File: src/rtl/counter_seq_pkg.sv
// Shared definitions for the 4-bit counter sequencer.
// Holds the command opcode encoding, the sequencer state encoding and the
// default sizing constants used by counter4_sequencer and its readback checker.
package counter_seq_pkg;

    localparam int DEF_WIDTH   = 4;
    localparam int DEF_LEN_W   = 8;
    localparam int DEF_CMP_LAT = 2;

    typedef enum logic [1:0] {
        OP_NOP         = 2'b00,
        OP_COUNT       = 2'b01,
        OP_CLEAR       = 2'b10,
        OP_CLEAR_COUNT = 2'b11
    } op_e;

    typedef enum logic [1:0] {
        S_IDLE = 2'b00,
        S_CLR  = 2'b01,
        S_CNT  = 2'b10,
        S_WAIT = 2'b11
    } state_e;

endpackage

File: src/rtl/counter4_sequencer_checker.sv
// counter_readback_checker: settle timer plus sticky compare flag.
// While the sequencer sits in WAIT, the timer counts CMP_LAT cycles. On the
// edge that ends the last WAIT cycle the counter readback is compared with the
// shadow count (only when the shadow is known-good) and a difference sets the
// sticky mismatch flag. A set on the same edge as a clear wins.
// Ports:
//   clk, rst_n      clock, asynchronous active-low reset
//   in_wait         sequencer is in its WAIT state
//   synced          shadow count is valid
//   count_in        counter readback
//   shadow          expected counter value
//   mismatch_clr    clears the sticky flag
//   wait_last       current cycle is the last WAIT cycle (combinational)
//   mismatch        registered sticky compare-failure flag
module counter_readback_checker
    import counter_seq_pkg::*;
#(
    parameter int WIDTH   = DEF_WIDTH,
    parameter int CMP_LAT = DEF_CMP_LAT
) (
    input  logic             clk,
    input  logic             rst_n,
    input  logic             in_wait,
    input  logic             synced,
    input  logic [WIDTH-1:0] count_in,
    input  logic [WIDTH-1:0] shadow,
    input  logic             mismatch_clr,
    output logic             wait_last,
    output logic             mismatch
);

    localparam int TW = (CMP_LAT > 1) ? $clog2(CMP_LAT) : 1;
    localparam logic [TW-1:0] LAST = TW'(CMP_LAT - 1);

    logic [TW-1:0] timer_q;
    logic [TW-1:0] timer_d;
    logic          mismatch_q;
    logic          mismatch_d;
    logic          cmp_fail_s;
    logic          wait_last_s;

    assign wait_last_s = in_wait && (timer_q == LAST);
    assign wait_last   = wait_last_s;
    assign mismatch    = mismatch_q;

    // Settle timer and compare/sticky-flag next-state logic.
    always_comb begin
        timer_d    = timer_q;
        mismatch_d = mismatch_q;
        cmp_fail_s = 1'b0;
        if (wait_last_s) begin
            timer_d    = '0;
            cmp_fail_s = synced && (count_in != shadow);
        end else if (in_wait) begin
            timer_d = timer_q + TW'(1);
        end else begin
            timer_d = '0;
        end
        if (cmp_fail_s) begin
            mismatch_d = 1'b1;
        end else if (mismatch_clr) begin
            mismatch_d = 1'b0;
        end else begin
            mismatch_d = mismatch_q;
        end
    end

    // Timer and sticky flag registers.
    always_ff @(posedge clk or negedge rst_n) begin
        if (!rst_n) begin
            timer_q    <= '0;
            mismatch_q <= 1'b0;
        end else begin
            timer_q    <= timer_d;
            mismatch_q <= mismatch_d;
        end
    end

endmodule

File: src/rtl/counter4_sequencer.sv
// counter4_sequencer: command-driven controller for a 4-bit pulse counter.
// Accepts CLEAR / COUNT-N commands over valid/ready, issues single-cycle
// rst/en pulses, tracks the expected count in a shadow register and checks
// the counter readback after a settle window.
// Ports:
//   GCLK_Pad, rstn_Pad        clock, asynchronous active-low reset
//   cmd_valid/cmd_ready       command handshake (ready only in IDLE)
//   cmd_op, cmd_len           opcode and burst length, captured at acceptance
//   count_Pad                 counter readback
//   en_Pad, rst_Pad           registered pulses to the counter
//   busy, done                not-IDLE status, one-cycle completion pulse
//   shadow_count, synced      expected count and its validity
//   mismatch, mismatch_clr    sticky compare-failure flag and its clear
// All pulse-side effects (shadow update, synced) are computed from the next
// state so they become visible in the same cycle as the matching pulse.
module counter4_sequencer
    import counter_seq_pkg::*;
#(
    parameter int WIDTH   = DEF_WIDTH,
    parameter int LEN_W   = DEF_LEN_W,
    parameter int CMP_LAT = DEF_CMP_LAT
) (
    input  logic             GCLK_Pad,
    input  logic             rstn_Pad,
    input  logic             cmd_valid,
    output logic             cmd_ready,
    input  logic [1:0]       cmd_op,
    input  logic [LEN_W-1:0] cmd_len,
    input  logic [WIDTH-1:0] count_Pad,
    output logic             en_Pad,
    output logic             rst_Pad,
    output logic             busy,
    output logic             done,
    output logic [WIDTH-1:0] shadow_count,
    output logic             synced,
    output logic             mismatch,
    input  logic             mismatch_clr
);

    state_e           state_q, state_d;
    logic [LEN_W-1:0] remaining_q, remaining_d;
    logic             pend_q, pend_d;
    logic [WIDTH-1:0] shadow_q, shadow_d;
    logic             synced_q, synced_d;
    logic             en_q, en_d;
    logic             rst_q, rst_d;
    logic             busy_q, busy_d;
    logic             done_q, done_d;
    logic             ready_q, ready_d;
    logic             wait_last_s;

    // Next-state, shadow tracking and registered-output logic.
    always_comb begin
        state_d     = state_q;
        remaining_d = remaining_q;
        pend_d      = pend_q;
        shadow_d    = shadow_q;
        synced_d    = synced_q;
        case (state_q)
            S_IDLE: begin
                if (cmd_valid) begin
                    case (op_e'(cmd_op))
                        OP_COUNT: begin
                            pend_d      = 1'b0;
                            remaining_d = cmd_len;
                            state_d     = (cmd_len != '0) ? S_CNT : S_WAIT;
                        end
                        OP_CLEAR: begin
                            pend_d      = 1'b0;
                            remaining_d = '0;
                            state_d     = S_CLR;
                        end
                        OP_CLEAR_COUNT: begin
                            pend_d      = 1'b1;
                            remaining_d = cmd_len;
                            state_d     = S_CLR;
                        end
                        default: begin
                            state_d = S_IDLE;
                        end
                    endcase
                end else begin
                    state_d = S_IDLE;
                end
            end
            S_CLR: begin
                pend_d  = 1'b0;
                state_d = (pend_q && (remaining_q != '0)) ? S_CNT : S_WAIT;
            end
            S_CNT: begin
                // remaining_q includes the pulse being driven this cycle.
                remaining_d = remaining_q - LEN_W'(1);
                if (remaining_q <= LEN_W'(1)) begin
                    state_d = S_WAIT;
                end else begin
                    state_d = S_CNT;
                end
            end
            S_WAIT: begin
                if (wait_last_s) begin
                    state_d = S_IDLE;
                end else begin
                    state_d = S_WAIT;
                end
            end
            default: begin
                state_d = S_IDLE;
            end
        endcase

        // Shadow moves together with the pulse that causes the change.
        if (state_d == S_CLR) begin
            shadow_d = '0;
            synced_d = 1'b1;
        end else if (state_d == S_CNT) begin
            shadow_d = shadow_q + WIDTH'(1);
        end else begin
            shadow_d = shadow_q;
        end

        en_d    = (state_d == S_CNT);
        rst_d   = (state_d == S_CLR);
        busy_d  = (state_d != S_IDLE);
        ready_d = (state_d == S_IDLE);
        done_d  = (state_q == S_WAIT) && (state_d == S_IDLE);
    end

    // State, counters and registered outputs.
    always_ff @(posedge GCLK_Pad or negedge rstn_Pad) begin
        if (!rstn_Pad) begin
            state_q     <= S_IDLE;
            remaining_q <= '0;
            pend_q      <= 1'b0;
            shadow_q    <= '0;
            synced_q    <= 1'b0;
            en_q        <= 1'b0;
            rst_q       <= 1'b0;
            busy_q      <= 1'b0;
            done_q      <= 1'b0;
            ready_q     <= 1'b1;
        end else begin
            state_q     <= state_d;
            remaining_q <= remaining_d;
            pend_q      <= pend_d;
            shadow_q    <= shadow_d;
            synced_q    <= synced_d;
            en_q        <= en_d;
            rst_q       <= rst_d;
            busy_q      <= busy_d;
            done_q      <= done_d;
            ready_q     <= ready_d;
        end
    end

    counter_readback_checker #(
        .WIDTH   (WIDTH),
        .CMP_LAT (CMP_LAT)
    ) u_checker (
        .clk          (GCLK_Pad),
        .rst_n        (rstn_Pad),
        .in_wait      (state_q == S_WAIT),
        .synced       (synced_q),
        .count_in     (count_Pad),
        .shadow       (shadow_q),
        .mismatch_clr (mismatch_clr),
        .wait_last    (wait_last_s),
        .mismatch     (mismatch)
    );

    assign cmd_ready    = ready_q;
    assign en_Pad       = en_q;
    assign rst_Pad      = rst_q;
    assign busy         = busy_q;
    assign done         = done_q;
    assign shadow_count = shadow_q;
    assign synced       = synced_q;

endmodule

File: config.mk
export PLATFORM = sky130hd
export DESIGN_NAME = counter4_sequencer
export DESIGN_NICKNAME = d
export VERILOG_FILES = /design/src/rtl/counter_seq_pkg.sv /design/src/rtl/counter4_sequencer_checker.sv /design/src/rtl/counter4_sequencer.sv
export SDC_FILE = /design/constraint.sdc
export NUM_CORES = 1
export LEC_CHECK = 0
export ABC_AREA = 1
export CAP_MARGIN = 20
export CORE_ASPECT_RATIO = 0.7
export CORE_MARGIN = 2
export CORE_UTILIZATION = 50
export DETAILED_ROUTE_END_ITERATION = 10
export PLACE_DENSITY = 0.78
export SYNTH_ARGS = -nofsm -noshare
export SYNTH_HDL_FRONTEND = slang
export SYNTH_SLANG_ARGS = --single-unit
File: constraint.sdc
create_clock -name GCLK_Pad -period 2.4 [get_ports GCLK_Pad]
set_input_delay 0.24 -clock GCLK_Pad [delete_from_list [all_inputs] [get_ports GCLK_Pad]]
set_output_delay 0.24 -clock GCLK_Pad [all_outputs]
set_load 0.005 [all_outputs]
==> results by group <==
Synthesis
  • Top cell type's share of synthesized area: 0.385
  • Average size of a mapped cell: between 7 and 8 sq um
  • Post-synth top cells: nand2_1, inv_1, dfrtp_1
  • Syn Inst Count: approximately 190
  • Dominant synthesized flop cell: dfrtp_1
  • Register area share after synthesis: 0.404
  • Netlist cell types: 27
  • Yosys warns: 0
  • Synthesis-stage register bit count: 23
  • Area leader, netlist: dfrtp_1
  • Most frequent cell after synthesis: nand2_1
  • Syn_nets: 215
  • Share of flip-flops with an asynchronous set or reset: 1.00
  • Largest cells by area after synthesis: dfrtp_1, nand2_1, ha_1
  • EDFF count, synth: 0
  • Synth Cell Area: 1430 sq um

Clocking
  • Cts bufs inserted: 3
  • Worst-skew pair later-pin latency: around 0.27 ns
  • CTS HTree Levels: 1
  • Clk sink count: 23
  • Number of post-CTS setup repair buffers: 0
  • Clock-pin slew on the worst setup and hold paths: around 0.08 ns
  • Clk buf depth: 2
  • Root buffer cell: clkbuf_8
  • CTS tree: built

Layout
  • FF/Latch Area: around 580 sq um
  • Ant diodes: 0
  • Fillers: around 230
  • Area Overhead vs Synth: 26.2%
  • Final core utilization: 0.653
  • Layout Cells excl Fill: between 200 and 300
  • Multi-input gate area: 742 sq um
  • Layout Nets: 248
  • Largest reg by FF count: remaining_q
  • Max FFs per register: 8
  • Layout cell share with drive strength beyond 1: 0.0783

Timing
  • Rel. slew slack: 0.763
  • Min cycle time layout: between 2 and 2.5 ns
  • Period utilisation layout: 0.934
  • Final worst setup slack: ~0.16 ns
  • Final Hold Viols: 0
  • RSZ-0062 raised after global routing: no
  • FMAX: 0.446 GHz
  • Max-slew violations: 0
  • Setup tns final: 0 ns
  • Setup violation total in the final timing report: 0
  • Worst Tran Pin Value: 0.353 ns
  • Clk_skew: between 0.002 and 0.003 ns

Worst setup path
  • Worst Path Required: roughly 2.6 ns
  • Crit end category: flop
  • Worst R2R Path Depth: 10
  • Crit path kind: reg2reg
  • Max FO, Critical Path: 6
  • WP data arrival: 2.42 ns
  • Critical Path Start Type: flop

Power
  • Gate power share: 0.542
  • Pwr Density: roughly 1200 nW/um^2
  • Sw Share: 0.446
  • Pint: ~1.2 mW
  • Leakage: 0.901 nW
  • Worst IR Drop VDD: between 400 and 500 uV
  • Sequential share of power: 0.341
  • Switching power: about 0.93 mW
  • Clock power frac: 0.117

Die
  • Rows: 16
  • Die area: between 3000 and 4000 sq um
  • Chip Width: about 68 microns
  • Initial Util: 0.517
  • Core area: 2760 sq um
  • Die H: roughly 49 microns
  • # IOs: 29

Routing
  • Vias per cell: about 5.2
  • Max Used Layer: met4
  • Detailed Route WL: 3340 microns
  • Post-DRT Antenna Nets: 0
  • Met2 wire len: around 1500 microns
  • DR WL/cell: approximately 13 microns
  • Vias: roughly 1300
  • Length of routed met3 wiring: approximately 290 microns
  • DRC viols: 0
  • Iteration-0 DRC count of the detailed router: about 110
  • First-pass DRT Iterations: 4
  • Met1 WL: 1480 microns

Min path
  • Hold WC Path Type: in2async

Place
  • Dpl cells: 249
  • PortBufs: 28
  • Dpl hpwl: between 2000 and 3000 microns
  • Routability cong.: about 0.90
  • Pre-CTS setup slack: between 0.05 and 0.06 ns

Run
  • Max-cap violations: 0

Outcome
  • Status: finished, final reports clean

Global route
  • Pin count of the biggest net entering global routing: 24
  • Vias in the first global route: 1293
  • Gr ovfl total: 0
  • All-layer global routing usage: 0.228
  • First-pass GRT wire length: around 5700 microns
  • Initial antenna violation count: 0
-- worst max-delay path, cell delays in order, from the launching register on --
cell	delay, ns
dfrtp_1	0.42
inv_1	0.13
ha_1	0.26
o21ai_0	0.17
nor2_1	0.07
a21oi_2	0.16
nand3_1	0.15
ha_1	0.35
inv_2	0.11
a31oi_1	0.11
nor3b_1	0.21
-- placed cells by master, fill, tap and decap left out, drive strengths merged --
| master | count |
|---|---|
| clkdlybuf4s50 | 28 |
| dfrtp | 22 |
| nor3 | 5 |
| a31oi | 1 |
| o22ai | 1 |
| nand3b | 1 |
| dfstp | 1 |
| ha | 12 |
| nand4 | 3 |
| clkbuf | 3 |
| nand2 | 49 |
| or2 | 1 |
| nor3b | 1 |
| nor2 | 21 |
| nand3 | 14 |
| o21ai | 11 |
| o211ai | 1 |
| clkinv | 1 |
| xnor2 | 4 |
| xor2 | 2 |
| a21oi | 7 |
| inv | 26 |
| buf | 2 |
-- metal layers --
| metal | up-vias | GRT usage |
|---|---|---|
| li1 | 650 | - |
| met1 | 597 | 0.333 |
| met2 | 63 | 0.348 |
| met3 | 7 | 0.0279 |
| met4 | 0 | 0.0767 |
| met5 | - | 0 |
-- path summary, 6_finish.rpt --
| path | end | from | slack, ns |
|---|---|---|---|
| worst max-delay path | shadow_count[3] | remaining_q[0] | 0.16 |
| worst min-delay path | en_Pad | rstn_Pad | 0.32 |
| worst max register to register | shadow_count[3] | remaining_q[0] | 0.16 |
| worst min register to register | u_checker.timer_q | u_checker.timer_q | 0.48 |
| max in group asynchronous | cmd_ready | rstn_Pad | 1.80 |
| min in group GCLK_Pad | u_checker.timer_q | u_checker.timer_q | 0.48 |
-- kinds of logic (layout without fill, tap and decap cells) --
kind of cell,Yosys count,after routing,share of synthesized area
AO/OA/AOI/OAI,21,21,0.0806
buffers and inverters,28,60,0.0797
flip-flops,23,23,0.404
AND/OR/NAND/NOR,95,95,0.294
XOR/XNOR,6,6,0.0368
adder cells (fa/ha/maj),12,12,0.105
-- power groups by stage --
stage               Clock (mW)  Sequential [mW]  Combinational [mW]
finish                   0.245            0.713                1.13
global route             0.273            0.735                1.29
CTS                      0.252            0.709                1.11
detailed placement           0            0.716                1.10
global placement             0            0.707                1.06
floorplan                    0            0.691               0.758
-- area by class of cell --
type | count | area share
multi-input combinational | 134 | 0.412
clock buffer | 3 | 0.0229
inverter | 26 | 0.0541
tap | 36 | 0.0250
sequential | 23 | 0.320
timing repair buffer | 30 | 0.164
clock inverter | 1 | 0.00278
-- metrics by stage --
step,cell area (sq um),hold WS (ns),power [mW]
after global placement,1750,0.436,1.77
final,1800,0.317,2.09
after CTS,1800,0.325,2.08
after floorplan,1430,-0.0556,1.45
after global routing,1800,0.358,2.30
after detailed placement,1750,0.430,1.82
-- timing repair --
| item | in CTS | in global routing |
|---|---|---|
| hold buffers | 0 | 0 |
| gates resized for setup | 0 | 2 |
| setup endpoints to repair | 0 | 2 |
(Power assumes the default switching activity.)
